--- src/rtl/flo_bitmap_sched.sv ---
// -----------------------------------------------------------------------------
// flo_bitmap_sched
//   Highest-index-first scheduler over a WID-bit pending bitmap. One shared
//   find-last-one unit scans one SLICE-bit slice per clock, top slice first.
//   The winning index is offered on a valid/ready grant port; on acceptance the
//   bit is cleared and the scan restarts from the top slice.
//
// Ports
//   clk      : clock, all state on rising edge
//   rst_n    : asynchronous reset, active low
//   ld       : replace bitmap with ld_map (pulse), restarts scan
//   ld_map   : new bitmap contents
//   set_vld  : OR one request bit (set_idx) into the bitmap
//   set_idx  : bit to set; values >= WID are ignored
//   gnt_vld  : grant valid (registered)
//   gnt_idx  : granted bit index (registered, stable while gnt_vld)
//   gnt_rdy  : consumer accepts grant when gnt_vld & gnt_rdy
//   busy     : state is not IDLE (decoded from state register)
//   empty    : bitmap register is all zero (decoded from bitmap register)
// -----------------------------------------------------------------------------

// Find-last-one over a 144-bit vector: position of the highest set bit,
// or 255 when no bit is set.
module flo144 (
  input  logic [143:0] vec_i,
  output logic [7:0]   pos_o
);

  localparam int unsigned VW   = 144;
  localparam int unsigned GRP  = 8;
  localparam int unsigned NGRP = VW / GRP;

  logic [NGRP-1:0] grp_any;
  logic [2:0]      grp_pos [NGRP];

  // Per 8-bit group: any-bit flag and local highest position.
  always_comb begin
    for (int g = 0; g < NGRP; g++) begin
      grp_any[g] = |vec_i[g*GRP +: GRP];
      grp_pos[g] = 3'd0;
      for (int b = 0; b < GRP; b++) begin
        if (vec_i[g*GRP + b]) grp_pos[g] = 3'(b);
      end
    end
  end

  // Highest non-empty group wins; combine group number and local position.
  always_comb begin
    pos_o = 8'hFF;
    for (int g = 0; g < NGRP; g++) begin
      if (grp_any[g]) pos_o = {5'(g), grp_pos[g]};
    end
  end

endmodule

module flo_bitmap_sched #(
  parameter int unsigned WID    = 576,
  parameter int unsigned SLICE  = 144,
  parameter int unsigned NSLICE = 4,
  parameter int unsigned IW     = 10
) (
  input  logic           clk,
  input  logic           rst_n,
  input  logic           ld,
  input  logic [WID-1:0] ld_map,
  input  logic           set_vld,
  input  logic [IW-1:0]  set_idx,
  output logic           gnt_vld,
  output logic [IW-1:0]  gnt_idx,
  input  logic           gnt_rdy,
  output logic           busy,
  output logic           empty
);

  localparam int unsigned PW       = (NSLICE > 1) ? $clog2(NSLICE) : 1;
  localparam int unsigned RW       = 8;
  localparam logic [RW-1:0] NONE   = 8'hFF;
  localparam logic [PW-1:0] PTR_TOP = PW'(NSLICE - 1);

  typedef enum logic [1:0] {
    ST_IDLE    = 2'd0,
    ST_SCAN    = 2'd1,
    ST_PRESENT = 2'd2
  } state_e;

  state_e          state_q, state_d;
  logic [WID-1:0]  map_q, map_d;
  logic [PW-1:0]   ptr_q, ptr_d;
  logic            gnt_vld_q, gnt_vld_d;
  logic [IW-1:0]   gnt_idx_q, gnt_idx_d;

  logic [SLICE-1:0] slice_a [NSLICE];
  logic [SLICE-1:0] cur_slice;
  logic [RW-1:0]    flo_pos;
  logic             accept;

  // Split bitmap into slices so the scan mux is indexed by ptr directly.
  for (genvar g = 0; g < NSLICE; g++) begin : g_slice
    assign slice_a[g] = map_q[g*SLICE +: SLICE];
  end

  assign cur_slice = slice_a[ptr_q];

  flo144 u_flo (
    .vec_i (cur_slice),
    .pos_o (flo_pos)
  );

  assign accept = gnt_vld_q & gnt_rdy;

  // Bitmap update: ld overrides; otherwise clear-on-accept then set, so a
  // same-bit set beats the clear.
  always_comb begin
    map_d = map_q;
    if (ld) begin
      map_d = ld_map;
    end else begin
      if (accept) map_d[gnt_idx_q] = 1'b0;
      if (set_vld && (set_idx < IW'(WID))) map_d[set_idx] = 1'b1;
    end
  end

  // Next-state and grant register logic.
  always_comb begin
    state_d   = state_q;
    ptr_d     = ptr_q;
    gnt_vld_d = gnt_vld_q;
    gnt_idx_d = gnt_idx_q;

    unique case (state_q)
      ST_IDLE: begin
        if (|map_q) begin
          state_d = ST_SCAN;
          ptr_d   = PTR_TOP;
        end
      end
      ST_SCAN: begin
        if (flo_pos != NONE) begin
          gnt_idx_d = IW'(ptr_q) * IW'(SLICE) + IW'(flo_pos);
          gnt_vld_d = 1'b1;
          state_d   = ST_PRESENT;
        end else if (ptr_q != '0) begin
          ptr_d = ptr_q - PW'(1);
        end else begin
          state_d = ST_IDLE;
          ptr_d   = PTR_TOP;
        end
      end
      ST_PRESENT: begin
        if (accept) begin
          gnt_vld_d = 1'b0;
          ptr_d     = PTR_TOP;
          state_d   = ST_SCAN;
        end
      end
      default: begin
        state_d   = ST_IDLE;
        ptr_d     = PTR_TOP;
        gnt_vld_d = 1'b0;
      end
    endcase

    // A load restarts the scan from the top regardless of state.
    if (ld) begin
      gnt_vld_d = 1'b0;
      ptr_d     = PTR_TOP;
      state_d   = ST_SCAN;
    end
  end

  // State registers.
  always_ff @(posedge clk or negedge rst_n) begin
    if (!rst_n) begin
      state_q   <= ST_IDLE;
      map_q     <= '0;
      ptr_q     <= PTR_TOP;
      gnt_vld_q <= 1'b0;
      gnt_idx_q <= '0;
    end else begin
      state_q   <= state_d;
      map_q     <= map_d;
      ptr_q     <= ptr_d;
      gnt_vld_q <= gnt_vld_d;
      gnt_idx_q <= gnt_idx_d;
    end
  end

  assign gnt_vld = gnt_vld_q;
  assign gnt_idx = gnt_idx_q;
  assign busy    = (state_q != ST_IDLE);
  assign empty   = ~|map_q;

endmodule

--- config.mk ---
export PLATFORM = sky130hd
export DESIGN_NAME = flo_bitmap_sched
export DESIGN_NICKNAME = d
export VERILOG_FILES = /design/src/rtl/flo_bitmap_sched.sv
export SDC_FILE = /design/constraint.sdc
export NUM_CORES = 2
export LEC_CHECK = 0
export BUFFER_PORTS_ARGS = -buffer_cell sky130_fd_sc_hd__buf_2
export CAP_MARGIN = 10
export CORE_UTILIZATION = 25
export CTS_CLUSTER_SIZE = 24
export DETAILED_ROUTE_END_ITERATION = 8
export HOLD_SLACK_MARGIN = 0.05
export MAX_ROUTING_LAYER = met4
export PLACE_DENSITY = 0.41
export SYNTH_ARGS = -nofsm -noshare
export SYNTH_HDL_FRONTEND = slang
export SYNTH_SLANG_ARGS = --single-unit
export TNS_END_PERCENT = 5
--- constraint.sdc ---
create_clock -name clk -period 9.8 [get_ports clk]
set_input_delay 1.96 -clock clk [delete_from_list [all_inputs] [get_ports clk]]
set_output_delay 1.96 -clock clk [all_outputs]
set_load 0.02 [all_outputs]
; ---- Word level (Yosys, flattened, before mapping)
; Cells that the tools add are included.
[totals]
output_inout_bits = 13
inputBits = 591
word_cells = 229
regBits = 591
[classes]
order_cmp = 6
n_reduce_logical = 30
n_eq_ne = 9
n_addsub = 2
bitwise = 5
multipliers = 1
mux = 171
[op_table]
columns = op, count
row1 = 576-bit two-way mux, 4
row2 = 576-bit bitwise AND, 1
row3 = 576-bit NOT, 1
row4 = 576-bit OR, 1
row5 = 576-bit OR reduction, 1
row6 = 144-bit binary-select mux with 2-bit select, 1
row7 = 144-bit two-way mux, 2
row8 = 3-bit two-way mux, 72
row9 = 8-bit two-way mux, 18
row10 = 8-bit OR reduction, 18
row11 = 2-bit two-way mux, 46
row12 = 1-bit two-way mux, 23
row13 = "10-bit by 11-bit < comparator with 1-bit output, second input constant", 2
row14 = 1-bit demux with 10-bit select, 2
row15 = "10-bit by 1-bit >= comparator with 1-bit output, second input constant", 2
row16 = "3-bit != test, second input constant", 4
row17 = 2-bit one-hot mux with 3 select lines, 2
row18 = 10-bit by 8-bit adder with 10-bit output, 1
row19 = "10-bit < comparator, second input constant", 1
row20 = 3-bit AND reduction, 3
row21 = "8-bit != test, second input constant", 1
row22 = "2-bit by 4-bit multiplier with 6-bit output, second input constant", 1
row23 = "4-bit != test, second input constant", 1
row24 = 2-bit nonzero test, 2
row25 = other kinds (12), 14

; ---- Depth between registers and ports, before layout
[depth]
ltp_word = 33
ltp_mapped = 18

; ---- Cells and area by module
; A second synthesis with hierarchy kept.
[hier_totals]
hier_cells = 3458
area_unflattened_um2 = 35597.9
[by_module_without_submodules]
columns = module, seq_area_each_um2, n_inst, area_per_inst_um2, cells_each
row1 = flo_bitmap_sched, 14791.7, 1, 33908.8, 3162
row2 = flo144, 0.0, 1, 1689.1, 296

; ---- Worst setup path before layout
; OpenSTA, ideal clock, no wires.
[synth_path]
kind = flip-flop to flip-flop
from = reg ptr_q[1]
to = reg gnt_idx_q[7], in the netlist gnt_idx[7]
path_slack_ns = 5.629
setup_ns = 0.125
arrival_time_ns = 4.046
t_required_ns = 9.675
n_path_buf = 5
synth_period_minus_slack_ns = 4.171
stages_incl_launch_ff = 16
cell_sequence = dfstp_2 > buf_4 > buf_6 > buf_2 > buf_1 > clkbuf_1 > mux4_2 > nor4_1 > nand3_1 > nor2b_1 > a21boi_0 > ha_1 > a21o_1 > nand2_1 > xnor2_1 > mux2_2
[synth_via]
elab_chain_len = 31
elab_cells_between_ends = 170
[synth_rtl]
columns = item, line
row1 = "start, declared", 89  ; logic [PW-1:0] ptr_q, ptr_d;
row2 = "start signal, assigned", 183  ; ptr_q <= ptr_d;
row3 = branches (longest 31 deep; another with 144-bit binary-select mux with 2-bit select), --
row4 = "end signal, assigned", 185  ; gnt_idx_q <= gnt_idx_d;
row5 = "end, declared", 91  ; logic [IW-1:0] gnt_idx_q, gnt_idx_d;
; Several ways; the timed one is not identified. The select of a mux whose other input is x is not followed.
; A chain may end at the register's enable or synchronous reset.

; ---- Final worst setup path
[layout_path]
from = reg map_q[381]
to = out empty
[layout_via]
elab_chain_len = 2
[layout_rtl]
columns = item, line
row1 = "start, declared", 88  ; logic [WID-1:0] map_q, map_d;
row2 = "start signal, assigned", 182  ; map_q <= map_d;
row3 = 576-bit OR reduction, 192  ; assign empty = ~|map_q;
row4 = 1-bit logical NOT, 192
row5 = "end, declared", 73  ; output logic empty
; No other way between the ends.

==> impl_metrics.yaml <==
timing:
  timing.final.crit_period_ns: 5.73
  drv_slew: 0
  worst_pin_slew_ns: 1.27
  final.period_utilization: 0.585
  max_freq_mhz: 175
  rsz0062_at_grt: "no"
  setup_viol: 0
  slew_headroom: 0.148
  finalHoldViolCount: 0
  fin_setup_tns_ns: 0
  fin_skew_ns: 0.0311
placed_design:
  gpl.final_weighted_congestion: 0.935
  portBuffers: 603
  dpl.hpwl_um: 155000
global_routing:
  grt_antenna_before_repair: 49
  grt_overflow_total: 0
  grt_util_all_layers: 0.322
  grt_pass1_vias: 33900
  grt_max_degree: 150
  grt_pass1_wl_um: 304000
  use_met3: 0.0617
  busiest_layer: "met2"
  grt_use_met1: 0.419
  use_met2: 0.478
clocking:
  cts.sinks: 591
  post_cts_buffers: 0
  path_clk_slew_ns: 0.06
  cts_hold_buf: 0
  cts_buffer_depth: 3
  ctsResizeCount: 0
  cts_tree: "yes"
  clk_latency_ns: 0.73
  htree_levels: 3
  cts_root_buffer: "clkbuf_16"
  cts_made_buffers: 77
logic_synthesis:
  ys_seq_area_frac: 0.416
  syn-cell-area_mm2: 0.0356
  syn_area_per_cell_um2: 10.3
  synth_seq_cells: 591
  async_flop_share: 1.00
  yosys_most_used_dff: "dfrtp_1"
  ys_types: 68
  synth_warnings: 0
  synth_edf_count: 0
  syn_inst: 3456
  synth_nets: 4052
floorplanning:
  die_area_mm2: 0.144
  initial_core_util: 0.251
  core_mm2: 0.141
  die_x_um: 379
  die_h_um: 379
  io-pin-count: 604
  num_rows: 138
route:
  first_pass_iters: 5
  drc_errors: 0
  viasPerCell: 5.97
  post_drt_wl_per_cell_um: 39.0
  wirelength_um: 230000
  drtAntennaViolNets: 0
  vias: 35200
  drtIter0Drc: 4453
power:
  p_leak_nw: 16.3
  power_density_mw_per_mm2: 166
  vdd_drop_max_uv: 102
final_layout:
  utilization: 0.304
  fin_nets: 4500
  layout-drive-gt1-share: 0.399
  fillers: 14800
  syn_to_final_growth_pct: 21.1
critical_path:
  crit_required_ns: 7.84
  arrival_ns: 3.77
  end_kind: "output pin"
  start_kind: "register"
  crit_type: "register to output pin"
  worstPathMaxFanout: 3
min_path:
  min_path_type: "register to register"
run:
  max_cap_violations: 0
outcome:
  status: "completed"
==> path summary, 6_finish.rpt <==
kind | start | to | slack, ns | cells past startpoint
setup / recovery | map_q[381]$_DFF_PN0_ | empty | 4.07 | 6
hold / removal | gnt_vld$_DFFE_PN0P_ | gnt_vld$_DFFE_PN0P_ | 0.63 | 2
setup reg to reg | ptr_q[0]$_DFFE_PN1P_ | gnt_idx[7]$_DFFE_PN0P_ | 4.13 | 14
hold reg to reg | gnt_vld$_DFFE_PN0P_ | gnt_vld$_DFFE_PN0P_ | 0.63 | 2
max in group asynchronous | rst_n | map_q[557]$_DFF_PN0_ | 6.46 | 3
min in group asynchronous | rst_n | map_q[43]$_DFF_PN0_ | 1.23 | 1
==> flip-flops by register name, indices dropped and copies added (netlist names) <==
signal / cells
ptr_q: 2
gnt_vld: 1
map_q: 576
gnt_idx: 10
state_q: 2
==> worst max-delay path, cell delays in order, from the launching register on <==
cell and delay (ns):
dfrtp_1 0.45, nor4_1 0.72, nand4_1 0.35, nor4_1 0.79, nand2_1 0.23, nor3_1 0.22, buf_2 0.29
==> where the power goes <==
group | internal (mW) | switching, mW
clock network | 1.71 | 1.25
registers | 2.69 | 0.287
logic | 0.547 | 0.645
total | 4.94 | 2.18
==> metal layers <==
layer	vias to the layer above	routed length, µm
li1	14100	-
met1	18500	95300
met2	2147	103000
met3	398	20200
met4	0	11400
met5	-	0
==> Yosys cell counts (all sizes together), types with 3 or more instances <==
cell type	n	area, µm²
nor3b	10	75.1
o31a	4	35.0
a211oi	3	22.5
nand2b	11	68.8
o21ai	1166	5840
nand3b	7	52.6
o311ai	4	35.0
a21boi	4	30.0
nand3	22	110
o21bai	8	60.1
a21oi	28	140
ha	4	50.1
or3	3	18.8
mux4	144	3250
mux2	577	6500
clkbuf	253	950
and3b	3	26.3
a31oi	6	37.5
or4	12	93.8
nor3	27	135
o31ai	16	120
nor2	74	278
nand4	46	288
and4	3	26.3
or2	3	18.8
dfrtp	589	14700
xnor2	3	26.3
inv	19	71.3
buf	27	228
o211ai	5	37.5
nand2	121	454
and2	8	50.1
nor4	185	1180
nor2b	30	188
and3	4	25.0
==> cells by family (layout without fill, tap and decap cells) <==
kind of cell,count (synthesis),count (layout),synth area share
flops,591,591,0.416
fa+ha+maj,5,5,0.00197
mux,722,722,0.274
xor+xnor,3,3,0.000739
other cells,0,43,0
simple gates,574,574,0.0883
buf+inv,299,802,0.0351
compound gates,1262,1262,0.183
==> layout by cell type, fill, tap and decap left out, types with 13 or more instances in the layout <==
cell type,n
diode_2,43
clkinv_2,13
clkbuf_16,80
nand2_1,54
nand2_2,67
nand4_1,46
nor2b_1,30
nor2_1,74
nand3_2,13
clkbuf_8,15
nor4_1,181
inv_1,19
mux2_2,577
o31ai_1,16
buf_2,602
mux4_2,142
dfrtp_1,589
nor3_1,27
a21oi_1,28
clkbuf_1,17
buf_4,40
o21ai_0,1160
==> through the flow <==
step                area, µm²  power, mW  setup slack, ns  cells  hold WS [ns]
global route            43000       7.34             3.76   5865         0.654
floorplan               35600       3.56             5.63   3456         0.579
global placement        40400       4.16             4.15   5714         0.590
CTS                     42900       7.12             4.06   5848         0.620
finish                  43000       7.12             4.07   5892         0.630
detailed placement      40400       4.17             4.11   5714         0.606
==> final cells by class <==
cell class,count,area [µm²],area share
antenna,43,108,0.00250
clock buffer,112,2270,0.0528
clock inverter,22,235,0.00546
inverter,19,71.3,0.00166
multi-input combinational,2566,19800,0.459
sequential,591,14800,0.344
tap,1890,2360,0.0549
timing repair buffer,649,3440,0.0800
Note: power is estimated with default switching activity, not from simulation.
